===== src/rtl/fm_pac_multi.sv =====
// Multi-channel FM-PAC cartridge mapper: per-channel enable/bank/SRAM-unlock registers
// plus per-channel OPLL write FIFOs drained by a round-robin arbiter with write pacing.
module fm_pac_multi #(
    parameter int SLOTS      = 2,
    parameter int BANK_BITS  = 2,
    parameter int SRAM_AW    = 13,
    parameter int FIFO_DEPTH = 4,
    parameter int WAIT_ADDR  = 12,
    parameter int WAIT_DATA  = 84
) (
    input  logic             clk,
    input  logic             reset,
    input  logic [15:0]      addr,
    input  logic [7:0]       d_from_cpu,
    output logic [7:0]       mapper_dout,
    input  logic [SLOTS-1:0] cs,
    input  logic             wr,
    input  logic             rd,
    input  logic             mreq,
    output logic             sram_cs,
    output logic             sram_we,
    output logic             mem_unmaped,
    output logic [24:0]      mem_addr,
    output logic             opll_wr,
    output logic [1:0]       opll_ch,
    output logic             opll_a0,
    output logic [7:0]       opll_dout,
    output logic [SLOTS-1:0] opll_io_enable
);

    localparam int FAW   = $clog2(FIFO_DEPTH);
    localparam int MAXW  = (WAIT_DATA > WAIT_ADDR) ? WAIT_DATA : WAIT_ADDR;
    localparam int CNT_W = $clog2(MAXW + 1);

    localparam logic [FAW-1:0]   PTR_ONE   = FAW'(1);
    localparam logic [FAW:0]     CNT_ONE   = (FAW + 1)'(1);
    localparam logic [FAW:0]     CNT_FULL  = (FAW + 1)'(FIFO_DEPTH);
    localparam logic [CNT_W-1:0] WAIT_ONE  = CNT_W'(1);
    localparam logic [CNT_W-1:0] WAIT_A    = CNT_W'(WAIT_ADDR);
    localparam logic [CNT_W-1:0] WAIT_D    = CNT_W'(WAIT_DATA);
    localparam logic [2:0]       SLOTS_3   = 3'(SLOTS);

    localparam logic [1:0] ST_IDLE  = 2'd0;
    localparam logic [1:0] ST_ISSUE = 2'd1;
    localparam logic [1:0] ST_WAIT  = 2'd2;

    logic [13:0]          offset;
    logic                 isOpllPort;
    logic [SLOTS-1:0]     wrLevel;
    logic [SLOTS-1:0]     wrLevel_q;
    logic [SLOTS-1:0]     wrEvent;

    logic [7:0]           enable_q  [SLOTS];
    logic [BANK_BITS-1:0] bank_q    [SLOTS];
    logic [7:0]           magicLo_q [SLOTS];
    logic [7:0]           magicHi_q [SLOTS];
    logic [SLOTS-1:0]     overflow_q;
    logic [SLOTS-1:0]     sramEnable;

    logic [8:0]           fifoMem_q [SLOTS][FIFO_DEPTH];
    logic [FAW-1:0]       rdPtr_q   [SLOTS];
    logic [FAW-1:0]       wrPtr_q   [SLOTS];
    logic [FAW:0]         count_q   [SLOTS];
    logic [SLOTS-1:0]     notEmpty;
    logic [SLOTS-1:0]     full;
    logic [SLOTS-1:0]     push;
    logic [SLOTS-1:0]     pop;
    logic [SLOTS-1:0]     overflowSet;

    logic [1:0]           state_q, state_d;
    logic [CNT_W-1:0]     cnt_q, cnt_d;
    logic [1:0]           arbPtr_q, arbPtr_d;
    logic                 opllWr_q, opllWr_d;
    logic [1:0]           opllCh_q, opllCh_d;
    logic                 opllA0_q, opllA0_d;
    logic [7:0]           opllDout_q, opllDout_d;

    logic                 found;
    logic [1:0]           winner;
    logic [8:0]           headData;
    logic                 popValid;
    logic [3:0]           notEmptyPad;
    logic [2:0]           scanIdx;
    logic [2:0]           nextIdx;

    assign offset     = addr[13:0];
    assign isOpllPort = (offset[13:1] == 13'h1FFA);
    assign wrLevel    = cs & {SLOTS{wr & mreq}};
    assign wrEvent    = wrLevel & ~wrLevel_q;

    always_comb begin
        notEmpty    = '0;
        full        = '0;
        sramEnable  = '0;
        push        = '0;
        overflowSet = '0;
        for (int i = 0; i < SLOTS; i++) begin
            notEmpty[i]   = (count_q[i] != '0);
            full[i]       = (count_q[i] == CNT_FULL);
            sramEnable[i] = ({magicHi_q[i], magicLo_q[i]} == 16'h694D);
            // A pop in the same cycle frees a slot, so a full FIFO can still accept.
            push[i]        = wrEvent[i] & isOpllPort & (~full[i] | pop[i]);
            overflowSet[i] = wrEvent[i] & isOpllPort & full[i] & ~pop[i];
        end
    end

    always_ff @(posedge clk or negedge reset) begin
        if (!reset) begin
            wrLevel_q  <= '0;
            overflow_q <= '0;
            for (int i = 0; i < SLOTS; i++) begin
                enable_q[i]  <= '0;
                bank_q[i]    <= '0;
                magicLo_q[i] <= '0;
                magicHi_q[i] <= '0;
                rdPtr_q[i]   <= '0;
                wrPtr_q[i]   <= '0;
                count_q[i]   <= '0;
            end
        end else begin
            wrLevel_q <= wrLevel;
            for (int i = 0; i < SLOTS; i++) begin
                if (wrEvent[i]) begin
                    case (offset)
                        14'h1FFE: if (!enable_q[i][4]) magicLo_q[i] <= d_from_cpu;
                        14'h1FFF: if (!enable_q[i][4]) magicHi_q[i] <= d_from_cpu;
                        14'h3FF6: begin
                            enable_q[i]   <= d_from_cpu & 8'h11;
                            overflow_q[i] <= 1'b0;
                            if (enable_q[i][4]) begin
                                magicLo_q[i] <= '0;
                                magicHi_q[i] <= '0;
                            end
                        end
                        14'h3FF7: bank_q[i] <= d_from_cpu[BANK_BITS-1:0];
                        default: ;
                    endcase
                end
                if (overflowSet[i]) overflow_q[i] <= 1'b1;
                if (push[i]) wrPtr_q[i] <= wrPtr_q[i] + PTR_ONE;
                if (pop[i])  rdPtr_q[i] <= rdPtr_q[i] + PTR_ONE;
                case ({push[i], pop[i]})
                    2'b10:   count_q[i] <= count_q[i] + CNT_ONE;
                    2'b01:   count_q[i] <= count_q[i] - CNT_ONE;
                    default: ;
                endcase
            end
        end
    end

    always_ff @(posedge clk) begin
        for (int i = 0; i < SLOTS; i++) begin
            if (push[i]) fifoMem_q[i][wrPtr_q[i]] <= {addr[0], d_from_cpu};
        end
    end

    // Round-robin scan starting at the pointer; the winner's head is what gets issued.
    always_comb begin
        found       = 1'b0;
        winner      = '0;
        scanIdx     = '0;
        notEmptyPad = 4'(notEmpty);
        for (int k = 0; k < SLOTS; k++) begin
            scanIdx = {1'b0, arbPtr_q} + 3'(k);
            if (scanIdx >= SLOTS_3) scanIdx = scanIdx - SLOTS_3;
            if (!found && notEmptyPad[scanIdx[1:0]]) begin
                found  = 1'b1;
                winner = scanIdx[1:0];
            end
        end
        nextIdx = {1'b0, winner} + 3'd1;
        if (nextIdx >= SLOTS_3) nextIdx = '0;
        headData = '0;
        for (int i = 0; i < SLOTS; i++) begin
            if (winner == 2'(i)) headData = fifoMem_q[i][rdPtr_q[i]];
        end
    end

    always_comb begin
        state_d    = state_q;
        cnt_d      = cnt_q;
        arbPtr_d   = arbPtr_q;
        opllWr_d   = 1'b0;
        opllCh_d   = opllCh_q;
        opllA0_d   = opllA0_q;
        opllDout_d = opllDout_q;
        popValid   = 1'b0;
        case (state_q)
            ST_IDLE: begin
                if (found) begin
                    popValid   = 1'b1;
                    opllWr_d   = 1'b1;
                    opllCh_d   = winner;
                    opllA0_d   = headData[8];
                    opllDout_d = headData[7:0];
                    arbPtr_d   = nextIdx[1:0];
                    state_d    = ST_ISSUE;
                end
            end
            ST_ISSUE: begin
                cnt_d   = opllA0_q ? WAIT_D : WAIT_A;
                state_d = ST_WAIT;
            end
            ST_WAIT: begin
                // Leaving as the count hits zero gives a strobe spacing of wait+2.
                if (cnt_q <= WAIT_ONE) begin
                    cnt_d   = '0;
                    state_d = ST_IDLE;
                end else begin
                    cnt_d = cnt_q - WAIT_ONE;
                end
            end
            default: state_d = ST_IDLE;
        endcase
    end

    always_comb begin
        pop = '0;
        for (int i = 0; i < SLOTS; i++) begin
            pop[i] = popValid & (winner == 2'(i));
        end
    end

    always_ff @(posedge clk or negedge reset) begin
        if (!reset) begin
            state_q    <= ST_IDLE;
            cnt_q      <= '0;
            arbPtr_q   <= '0;
            opllWr_q   <= 1'b0;
            opllCh_q   <= '0;
            opllA0_q   <= 1'b0;
            opllDout_q <= '0;
        end else begin
            state_q    <= state_d;
            cnt_q      <= cnt_d;
            arbPtr_q   <= arbPtr_d;
            opllWr_q   <= opllWr_d;
            opllCh_q   <= opllCh_d;
            opllA0_q   <= opllA0_d;
            opllDout_q <= opllDout_d;
        end
    end

    assign opll_wr   = opllWr_q;
    assign opll_ch   = opllCh_q;
    assign opll_a0   = opllA0_q;
    assign opll_dout = opllDout_q;

    // Unselected channels drive 0xFF so the AND across channels is transparent.
    always_comb begin
        logic [7:0] chanRd;
        logic       chanSram;
        mapper_dout    = 8'hFF;
        sram_cs        = 1'b0;
        mem_addr       = '0;
        opll_io_enable = '0;
        chanRd         = 8'hFF;
        chanSram       = 1'b0;
        for (int i = 0; i < SLOTS; i++) begin
            opll_io_enable[i] = enable_q[i][0];
            case (offset)
                14'h3FF6: chanRd = {notEmpty[i], overflow_q[i], 1'b0, enable_q[i][4],
                                    3'b000, enable_q[i][0]};
                14'h3FF7: chanRd = 8'(bank_q[i]);
                14'h1FFE: chanRd = sramEnable[i] ? magicLo_q[i] : 8'hFF;
                14'h1FFF: chanRd = sramEnable[i] ? magicHi_q[i] : 8'hFF;
                default:  chanRd = 8'hFF;
            endcase
            chanSram = cs[i] & sramEnable[i] & ~addr[13] & (rd | wr);
            if (cs[i]) begin
                mapper_dout = mapper_dout & chanRd;
                mem_addr    = mem_addr | (chanSram ? 25'(addr[SRAM_AW-1:0])
                                                   : 25'({bank_q[i], offset}));
            end
            sram_cs = sram_cs | chanSram;
        end
    end

    assign sram_we     = sram_cs & wr & mreq;
    assign mem_unmaped = (|cs) & (addr[15:14] != 2'b01);

endmodule


===== config.mk =====
export PLATFORM = sky130hd
export DESIGN_NAME = fm_pac_multi
export DESIGN_NICKNAME = d
export VERILOG_FILES = /design/src/rtl/fm_pac_multi.sv
export SDC_FILE = /design/constraint.sdc
export NUM_CORES = 1
export LEC_CHECK = 0
export ABC_AREA = 1
export BUFFER_PORTS_ARGS = -buffer_cell sky130_fd_sc_hd__buf_4
export CORE_MARGIN = 2
export CORE_UTILIZATION = 50
export DETAILED_ROUTE_END_ITERATION = 6
export PLACE_DENSITY = 0.7
export SYNTH_ARGS = -nofsm -noshare
export SYNTH_HDL_FRONTEND = slang
export SYNTH_SLANG_ARGS = --single-unit
export TNS_END_PERCENT = 1

===== constraint.sdc =====
create_clock -name clk -period 3.1 [get_ports clk]
set_input_delay 0.465 -clock clk [delete_from_list [all_inputs] [get_ports clk]]
set_output_delay 0.465 -clock clk [all_outputs]
set_load 0.03 [all_outputs]

# Word level (Yosys, flattened, before mapping)
# Memories as Yosys holds them, arrays and structs flattened.
# Index checks and enable logic that the tools add are counted.
[op_classes]
n_addsub = 13
n_lt_le_gt_ge = 12
eq_ne = 25
n_mux = 62
bitwise = 38
reduce_logical = 30
[op_table]
columns = ["operator", "n"]
rows = [
  ["2-to-1 mux 8 bit", 10],
  ["2-to-1 mux 36 bit", 2],
  ["2-to-1 mux 9 bit", 8],
  ["2-to-1 mux 16 bit", 4],
  ["case mux 8 bit (2 select lines)", 4],
  ["case mux 8 bit (4 select lines)", 2],
  ["binary-select mux 9 bit (select 2 bit)", 2],
  ["demux 9 bit (select 2 bit)", 2],
  ["equality test 16 x 15 -> 1 bit, second input constant", 2],
  ["equality test 14 x 13 -> 1 bit, second input constant", 2],
  ["equality test 14 bit, second input constant", 2],
  ["AND 1 bit", 20],
  ["nonzero test 2 bit", 9],
  ["!= test 2 bit, second input constant", 8],
  ["OR 16 bit", 1],
  ["AND reduction 2 bit", 8],
  ["AND reduction 4 bit", 4],
  ["2-to-1 mux 2 bit", 7],
  ["2-to-1 mux 7 bit", 2],
  ["case mux 7 bit (2 select lines)", 1],
  ["equality test 13 bit, second input constant", 1],
  ["2-to-1 mux 1 bit", 13],
  ["greater-or-equal comparator 3 bit, second input constant", 4],
  ["NOT 2 -> 3 bit", 4],
  ["other kinds (28)", 58],
]
[word_totals]
regBits = 81
mem_bits_rw = 72
mem_count = 1
[memory_table]
columns = ["memory", "words", "word_bits", "read_ports", "rd_ports_with_merged_regs", "write_ports", "line_no", "rtl"]
rows = [
  ["fifoMem_q", 2, 36, 2, 0, 2, "60", "logic [8:0] fifoMem_q [SLOTS][FIFO_DEPTH];"],
]

# Logic depth before layout (Yosys ltp)
# Gate-level depths: netlist of the first run.
[depth]
depth_word = 15
mapped_depth = 16
depth_no_buf = 15

# Worst setup path after synthesis of the first run
# OpenSTA, ideal clock, no wires.
[synth_path]
path_type = "register to register"
from = "register count_q[4] (netlist name)"
to = "register count_q[5] (netlist name)"
setup_ps = 131
arrival_time_ps = 2336
path_slack_ps = 633
stages_incl_launch_ff = 15
synth_period_minus_slack_ps = 2467
cell_sequence = "dfrtp_1 nor2_1 nand2_1 a21oi_1 inv_1 ha_1 nand2_1 nand3_1 nand2_2 ha_1 inv_1 fa_1 a21oi_1 o21ai_0 xor2_1"
[synth_between]
word_cells_on_any_way = 25
[synth_lines]
columns = ["item", "line_no", "rtl"]
rows = [
  ["start, declared", "63", "logic [FAW:0] count_q [SLOTS];"],
  ["start signal, assigned by index", "143", "2'b10: count_q[i] <= count_q[i] + CNT_ONE;"],
  ["start signal, assigned by index", "144", "2'b01: count_q[i] <= count_q[i] - CNT_ONE;"],
  ["nonzero test 3 bit (*)", "98", "notEmpty[i] = (count_q[i] != '0);"],
  ["binary-select mux 1 bit (select 2 bit)", "166", "if (!found && notEmptyPad[scanIdx[1:0]]) begin"],
  ["2-to-1 mux 1 bit (implied by the code)", "166", ""],
  ["2-to-1 mux 1 bit", "166", ""],
  ["logical NOT 1 bit", "166", ""],
  ["logical AND 1 bit", "166", ""],
  ["2-to-1 mux 2 bit (*)", "166", ""],
  ["via winner[0]", "79", "logic [1:0] winner;"],
  ["logical NOT 2 bit (*)", "220", "pop[i] = popValid & (winner == 2'(i));"],
  ["AND 1 bit (*)", "220", ""],
  ["OR 1 bit", "102", "push[i] = wrEvent[i] & isOpllPort & (~full[i] | pop[i]);"],
  ["AND 1 bit", "102", ""],
  ["equality test 2 x 1 -> 1 bit or equality test 2 bit (tied branches)", "142", "case ({push[i], pop[i]})"],
  ["case mux 3 bit (2 select lines) or nonzero test 2 bit (tied branches)", "n/a", ""],
]
# The timed path passes the listed nets; every way through them passes the cells marked *. The select of a mux whose other input is x is not followed.
# A chain may end at the register's enable or synchronous reset.

# Worst setup path in the final report of the first run
# Same ends and word-level chain as after synthesis.

==> results of run 1 <==
==> cell usage after synthesis (13+ instances only) <==
cell type / count / share of area [%]
o21ai_0: 67 / 4.4
clkbuf_1: 13 / 0.64
nand2_1: 224 / 11
ha_1: 18 / 3.0
dfrtp_1: 81 / 27
a21oi_1: 23 / 1.5
nand3_1: 56 / 3.7
nor2_1: 101 / 5.0
edfxtp_1: 72 / 29
buf_4: 13 / 1.3
inv_1: 103 / 5.1
==> sequential cells by signal (all words and copies together) (netlist names), 4 cells and up <==
register and flops:
opll_dout 8, magicLo_q 16, fifoMem_q 72, cnt_q 7, wrPtr_q 4, count_q 6, magicHi_q 16, bank_q 4
rdPtr_q 4
==> cell type report <==
class                           instances  area, µm²
Timing Repair Buffer                   84        631
Multi-Input combinational cell        578       2840
Clock buffer                           18        429
Tap cell                              184        230
Sequential cell                       153       4190
Clock inverter                         14        124
Inverter                              107        402
Fill cell                            1300       5800
==> how the worst max path moves through the flow <==
stage	start	to	slack, ns	depth (start not counted)
after detailed placement	count_q[3]$_DFFE_PN0P_	count_q[5]$_DFFE_PN0P_	0.31	14
after global routing	count_q[4]$_DFFE_PN0P_	count_q[5]$_DFFE_PN0P_	0.03	14
after global placement	count_q[4]$_DFFE_PN0P_	count_q[5]$_DFFE_PN0P_	0.41	14
after floorplan	count_q[4]$_DFFE_PN0P_	count_q[5]$_DFFE_PN0P_	0.63	14
final	count_q[4]$_DFFE_PN0P_	count_q[5]$_DFFE_PN0P_	0.29	14
after CTS	count_q[3]$_DFFE_PN0P_	count_q[5]$_DFFE_PN0P_	0.29	14
==> critical path: stages, from the launching register on <==
cell	delay (ns)
dfrtp_1	0.39
nor2_1	0.14
nand2_1	0.11
a21oi_1	0.21
inv_1	0.11
ha_1	0.21
nand2_1	0.16
nand3_1	0.17
nand2_2	0.17
ha_1	0.17
inv_1	0.07
fa_1	0.37
a21oi_1	0.14
o21ai_0	0.11
xor2_1	0.15
==> layer usage <==
metal	global-route usage [%]	vias to the layer above	share of wire [%]
li1	-	2931	-
met1	29.8	2786	44
met2	38.0	189	48
met3	3.94	32	5.4
met4	9.31	0	2.5
met5	0	-	0
==> cell families after synthesis <==
family,Yosys count,synth area share [%]
muxes,1,0.132
other,2,0.0992
DFF,153,55.3
xor gates and xnor gates,12,1.39
and+or+nand+nor,413,23.1
adders and majority gates,20,3.50
AOI/OAI and AO/OA,120,8.81
buffers and inverters,138,7.63
==> stage by stage <==
stage	instance area, µm²	cells	util, %	setup slack, ns	hold WS, ns
floorplan	7610	869	-	0.633	0.169
global placement	8290	1106	56.6	0.408	0.455
detailed placement	8290	1106	56.6	0.309	0.457
CTS	8850	1138	60.4	0.292	0.270
global route	8850	1138	60.4	0.0292	0.287
finish	8850	1138	60.4	0.292	0.183
==> power by group through the flow <==
| stage | combinational (mW) | sequential [mW] | clock (mW) |
|---|---|---|---|
| after floorplan | 1.11 | 2.52 | 0 |
| after global placement | 1.69 | 2.46 | 0 |
| after detailed placement | 1.71 | 2.47 | 0 |
| after CTS | 1.73 | 2.43 | 1.96 |
| after global routing | 1.93 | 2.46 | 2.06 |
| final | 1.71 | 2.43 | 1.94 |
==> results.yml, run 1 <==
outcome:
  outcome: "finished, final reports clean"
logic_synthesis:
  netlist_instances: 859
  synthesis.area_mm2: 0.00757
  synth_edf_count: 72
  synth_cell_type_count: 40
  async_flop_share_pct: 52.9
  ys_ff_latch: 153
  syn-mean-instance-area_um2: 8.82
  seq_area_frac_synth_pct: 55.3
  yosys_warnings: 0
  synth_ff_type: "dfrtp_1"
clock_network:
  cts_htree_levels: 4
  cts_buffers: 17
  cts_sinks: 153
  cts_tree: "done"
  hold_buffers: 0
  clk_path_buf_depth: 2
  cts_resized: 0
  cts_setup_buffers: 0
  clk_latency_ns: 0.42
  path_clk_slew_ns: 0.06
  cts_root_buffer: "clkbuf_16"
floorplan:
  io_pins: 81
  dieWidth_um: 127
  start_util_pct: 51.7
  core_area_mm2: 0.0146
  rows: 44
  die-area_mm2: 0.0161
  die_y_um: 127
place:
  gp_congestion: 0.935
  portBuffers: 71
  dp_hpwl_um: 12300
pwr:
  p_int_mw: 3.97
  power_density_mw_per_mm2: 687
  total_power_mw: 6.08
  sequentialPowerShare_pct: 40.0
  p_clk_share_pct: 31.9
  p_leak_nw: 4.13
  switching_power_mw: 2.11
  p_comb_share_pct: 28.1
  netSwitchingFraction_pct: 34.8
  irDropWorstVdd_mv: 0.457
layout:
  layout_common_cells: "nand2_1, inv_1, nor2_1"
  drive_gt1_share_pct: 14.2
  area_growth_pct: 16.8
  nets: 992
  final_common_cell: "nand2_1"
  diodes: 0
setup_path:
  start_kind: "flop"
  crit_arrival_ns: 3.11
  worst_r2r_endpoint: "count_q[5]$_DFFE_PN0P_"
  endpoint_kind: "flop"
  r2r.worst_path.cells: 14
  crit_type: "flop to flop"
  cp_max_fo: 7
  r2r_setup_slack_ns: 0.29
  reg2reg_from: "count_q[4]$_DFFE_PN0P_"
  critPathRequiredTime_ns: 3.40
grt:
  grt-ovfl-total: 0
  grt_max_degree: 82
  grt_use_total_pct: 22.8
  grt_antenna_before_repair: 0
  grt_pass1_wl_um: 28500
  grt_pass1_vias: 5738
routing:
  antenna_left: 0
  drt-total-wl_um: 17300
  wl_per_cell_um: 15.2
  initialDrtViolationCount: 423
  viasPerCell: 5.22
  vias: 5938
  post-route-drc-count: 0
  firstDrtPassIters: 5
timing:
  skew_ns: 0.00901
  hold_viol: 0
  fin_crit_ns: 2.81
  timing.fmax_mhz: 356
  relSlewSlack_pct: 30.7
  rsz0062_at_grt: "no"
  fin_tns_setup_ns: 0
  finalSetupViolCount: 0
  finalCritPeriodShare_pct: 90.6
  worstMarginPinSlew_ns: 1.04
  final_max_slew_viol_count: 0
hold_path:
  hold_path.class: "input pin to asynchronous set/reset pin"
job:
  drv_cap: 0
Power figures use the tool's default switching activity.
==> inputs of run 2 (changes only) <==
- PLACE_DENSITY: 0.7 -> 0.77
- SKIP_LAST_GASP: not set -> 1
- clock period: 3.1 -> 3.6 ns (I/O delays scaled with it)
==> results.yml, run 2 (same netlist as run 1, synthesis figures left out) <==
outcome:
  outcome: "finished, final reports clean"
grt:
  grt_pass1_vias: 5647
  grt_max_degree: 36
  grt-ovfl-total: 0
  grt_use_total_pct: 21.3
  grt_antenna_before_repair: 0
  grt_pass1_wl_um: 27100
clock_network:
  cts_buffers: 17
  hold_buffers: 0
  cts_setup_buffers: 0
  clk_path_buf_depth: 2
  cts_root_buffer: "clkbuf_16"
  clk_latency_ns: 0.43
  cts_resized: 0
  cts_tree: "done"
  path_clk_slew_ns: 0.06
  cts_sinks: 153
  cts_htree_levels: 4
routing:
  firstDrtPassIters: 5
  drt-total-wl_um: 16500
  initialDrtViolationCount: 461
  vias: 5979
  viasPerCell: 5.28
  antenna_left: 0
  wl_per_cell_um: 14.6
  post-route-drc-count: 0
pwr:
  irDropWorstVdd_mv: 0.382
  p_leak_nw: 4.09
  power_density_mw_per_mm2: 592
  total_power_mw: 5.22
floorplan:
  die_y_um: 127
  rows: 44
  core_area_mm2: 0.0146
  dieWidth_um: 127
  die-area_mm2: 0.0161
  start_util_pct: 51.7
  io_pins: 81
setup_path:
  crit_type: "flop to flop"
  crit_arrival_ns: 2.91
  reg2reg_from: "count_q[3]$_DFFE_PN0P_"
  cp_max_fo: 10
  critPathRequiredTime_ns: 3.65
  start_kind: "flop"
  endpoint_kind: "flop"
  r2r_setup_slack_ns: 0.74
  worst_r2r_endpoint: "fifoMem_q[0][59]$_DFFE_PP_"
  r2r.worst_path.cells: 9
layout:
  largest_register_ffs: 72
  diodes: 0
  final_area_mm2: 0.00881
  final_common_cell: "nand2_1"
  utilization_pct: 60.2
  nets: 987
  drive_gt1_share_pct: 13.6
  layout_common_cells: "nand2_1, inv_1, nor2_1"
  area_growth_pct: 16.3
timing:
  fin_crit_ns: 2.86
  final_max_slew_viol_count: 0
  timing.fmax_mhz: 350
  finalSetupViolCount: 0
  hold_viol: 0
  fin_tns_setup_ns: 0
  rsz0062_at_grt: "no"
  skew_ns: 0.00988
  finalCritPeriodShare_pct: 79.3
  worstMarginPinSlew_ns: 0.886
  relSlewSlack_pct: 40.7
place:
  portBuffers: 71
  dp_hpwl_um: 11800
  placed_area_mm2: 0.00826
  gp_congestion: 0.889
hold_path:
  hold_path.class: "input pin to asynchronous set/reset pin"
job:
  drv_cap: 0
run 2: critical path: stages (launching register included):
cell and delay (ns):
dfrtp_1 0.41, nor2_1 0.16, nand2_1 0.14, a21oi_1 0.20, ha_1 0.17, buf_4 0.17, nand3_1 0.19, nand2_1 0.14
nand3_1 0.21, nor2_1 0.69
run 2: through the flow:
step,instances,hold slack (ns),worst slack [ns]
after floorplan,869,0.244,1.13
after global placement,1101,0.455,0.872
after detailed placement,1101,0.466,0.756
after CTS,1133,0.0838,0.734
after global routing,1133,0.107,0.473
final,1133,0.0804,0.744
run 2: power by group:
part           total (mW)  switching [mW]  internal (mW)
clock network        1.66           0.703          0.953
registers            2.12           0.143           1.98
logic                1.44           0.968          0.469
total                5.22            1.81           3.40
run 2: cell type report:
class / instances / area [µm²]
tap: 184 / 230
inverter: 107 / 402
multi-input combinational: 578 / 2840
sequential: 153 / 4190
fill: 1244 / 5840
clock buffer: 18 / 429
clock inverter: 14 / 123
timing repair buffer: 79 / 593
run 2: layer usage:
metal | routed length [µm] | share of wire [%] | up-vias | track usage, %
met3 | 1150 | 7.0 | 29 | 4.94
met2 | 7530 | 46 | 253 | 34.1
met1 | 7510 | 45 | 2761 | 29.0
met4 | 320 | 1.9 | 0 | 6.98
li1 | - | - | 2936 | -
met5 | 0 | 0 | - | 0
run 2: worst max path at each step:
stage / cells past startpoint / to / startpoint
after detailed placement: 9 / fifoMem_q[0][59]$_DFFE_PP_ / count_q[3]$_DFFE_PN0P_
after floorplan: 14 / count_q[5]$_DFFE_PN0P_ / count_q[4]$_DFFE_PN0P_
after global placement: 9 / fifoMem_q[0][59]$_DFFE_PP_ / count_q[3]$_DFFE_PN0P_
after CTS: 9 / fifoMem_q[0][59]$_DFFE_PP_ / count_q[3]$_DFFE_PN0P_
after global routing: 14 / count_q[5]$_DFFE_PN0P_ / count_q[4]$_DFFE_PN0P_
final: 9 / fifoMem_q[0][59]$_DFFE_PP_ / count_q[3]$_DFFE_PN0P_
==> inputs of run 3 (changes only) <==
- PLACE_DENSITY: 0.77 -> 0.79
- clock period: 3.6 -> 2.29 ns (I/O delays scaled with it)
==> results.yml, run 3 (same netlist as run 1, synthesis figures left out) <==
pwr:
  switching_power_mw: 3.07
  p_leak_nw: 4.31
  power_density_mw_per_mm2: 940
  total_power_mw: 8.75
  p_int_mw: 5.67
  netSwitchingFraction_pct: 35.1
  sequentialPowerShare_pct: 37.6
  p_clk_share_pct: 30.8
  p_comb_share_pct: 31.6
  irDropWorstVdd_mv: 0.641
layout:
  layout_common_cells: "nand2_1, buf_4, inv_1"
  drive_gt1_share_pct: 20.2
  final_common_cell: "nand2_1"
  nFillCells: 1150
  diodes: 0
  nets: 1026
  utilization_pct: 63.5
  largest_register_ffs: 72
  area_growth_pct: 22.9
setup_path:
  crit_arrival_ns: 2.64
  start_kind: "flop"
  path_buf_inv: 2
  crit_chain: "nor2_2, nand2_2, a21oi_2, inv_2, ha_4, nand2_4, nand3_4, nand2_4, ha_4, inv_2, fa_2, a21oi_2, o21ai_1, xor2_1"
  endpoint_kind: "flop"
  critPathRequiredTime_ns: 2.59
  max_stage_delay_ns: 0.39
  r2r_setup_slack_ns: -0.04
  crit_family: "adder cells"
  crit_type: "flop to flop"
  critPathSlowestCell: "dfrtp_1"
  cp_max_fo: 3
clock_network:
  cts_buffers: 17
  cts_sinks: 153
  cts_tree: "done"
  path_clk_slew_ns: 0.06
  clk_path_buf_depth: 2
  clk_latency_ns: 0.43
  cts_htree_levels: 4
  cts_root_buffer: "clkbuf_16"
grt:
  grt_antenna_before_repair: 0
  grtUsageMet2_pct: 37.3
  grtUsageMet1_pct: 29.8
  grt_pass1_wl_um: 28400
  grt-ovfl-total: 0
  grt_pass1_vias: 5700
  grt_util_met3_pct: 4.77
  busiest_layer: "met2"
  grt_max_degree: 40
  grt_use_total_pct: 22.6
floorplan:
  start_util_pct: 51.7
  core_area_mm2: 0.0146
  dieWidth_um: 127
  die-area_mm2: 0.0161
  rows: 44
  die_y_um: 127
  io_pins: 81
timing:
  worstMarginPinSlew_ns: 0.575
  finalCritPeriodShare_pct: 102
  fin_crit_ns: 2.33
  hold_viol: 0
  worst_slack_ns: -0.0415
  relSlewSlack_pct: 61.7
  final_max_slew_viol_count: 0
  timing.fmax_mhz: 429
  rsz0062_at_grt: "yes"
  skew_ns: 0.00867
  finalSetupViolCount: 1
routing:
  vias: 6083
  antenna_left: 0
  post-route-drc-count: 2
  initialDrtViolationCount: 571
  firstDrtPassIters: 7
  viasPerCell: 5.19
  drt-total-wl_um: 17900
  wl_per_cell_um: 15.3
place:
  dp_hpwl_um: 12200
  gp_congestion: 0.939
  portBuffers: 71
hold_path:
  hold_path.class: "input pin to flop"
outcome:
  violations: "design-rule violations, negative setup slack"
  outcome: "finished with violations"
job:
  drv_cap: 0
## run 3: cell types whose count changed in the layout (fill, tap and decap cells not counted), moves of 4 or more
cell,previous run,this run
buf_4,79,115
nor2_1,101,88
nor2_2,2,9
nor2_4,5,11
nand2_1,224,219
a21oi_1,23,19
## run 3: through the flow
stage	setup slack [ns]	area (µm²)	hold WS, ns	setup TNS (ns)	cells
after floorplan	-0.0728	7670	0.0479	-0.112	869
after detailed placement	-0.0762	8550	0.344	-0.101	1130
after global routing	-0.141	9300	0.170	-4.06	1172
final	-0.0415	9300	0.182	-0.0415	1172
after CTS	-0.00140	9180	0.171	-0.00140	1165
after global placement	0.00566	8550	0.342	0	1130
## run 3: final cells by class
cell class	count	area [µm²]	share of cell area (%)
Tap cell	184	230	2.47
Sequential cell	153	4190	45.0
Timing Repair Buffer	118	905	9.72
Clock inverter	15	143	1.53
Multi-Input combinational cell	578	3010	32.4
Clock buffer	17	425	4.57
Inverter	107	402	4.32
## run 3: power groups by stage
stage,sequential (mW),clock [mW],combinational [mW]
after floorplan,3.42,0,1.54
after global placement,3.33,0,2.45
after detailed placement,3.34,0,2.52
after CTS,3.29,2.72,2.61
after global routing,3.32,2.83,3.06
final,3.29,2.70,2.76
## run 3: routing by layer
layer,wire length [µm],vias to the layer above,share of wire (%)
met4,311,0,1.7
met3,1060,32,5.9
met2,9100,193,51
met1,7450,2853,42
met5,0,-,0
li1,-,3005,-
## run 3: worst reg2reg max path: stages, from the launching register on
cell and delay [ns]:
dfrtp_1 0.39, nor2_2 0.15, nand2_2 0.08, a21oi_2 0.18
inv_2 0.07, ha_4 0.17, nand2_4 0.09, nand3_4 0.08
nand2_4 0.09, ha_4 0.13, inv_2 0.04, fa_2 0.37
a21oi_2 0.14, o21ai_1 0.09, xor2_1 0.15
## run 3: path summary, 6_finish.rpt
| kind | from | endpoint | depth (start not counted) |
|---|---|---|---|
| worst max-delay path | count_q[3]$_DFFE_PN0P_ | count_q[5]$_DFFE_PN0P_ | 14 |
| worst min-delay path | d_from_cpu[6] | fifoMem_q[0][51]$_DFFE_PP_ | 1 |
| worst max register to register | count_q[3]$_DFFE_PN0P_ | count_q[5]$_DFFE_PN0P_ | 14 |
| worst min register to register | count_q[0]$_DFFE_PN0P_ | count_q[0]$_DFFE_PN0P_ | 1 |
| min in group asynchronous | reset | opll_dout[6]$_DFFE_PN0P_ | 2 |
| max in group asynchronous | reset | magicHi_q[11]$_DFFE_PN0P_ | 3 |
## run 3: timing repair
action                     in CTS  in global routing
resized for setup              11                 20
setup endpoints to repair       6                 50
pin swaps                       3                 16
setup buffers                   2                  7
hold endpoints to repair       33                  0
hold buffers                    1                  0
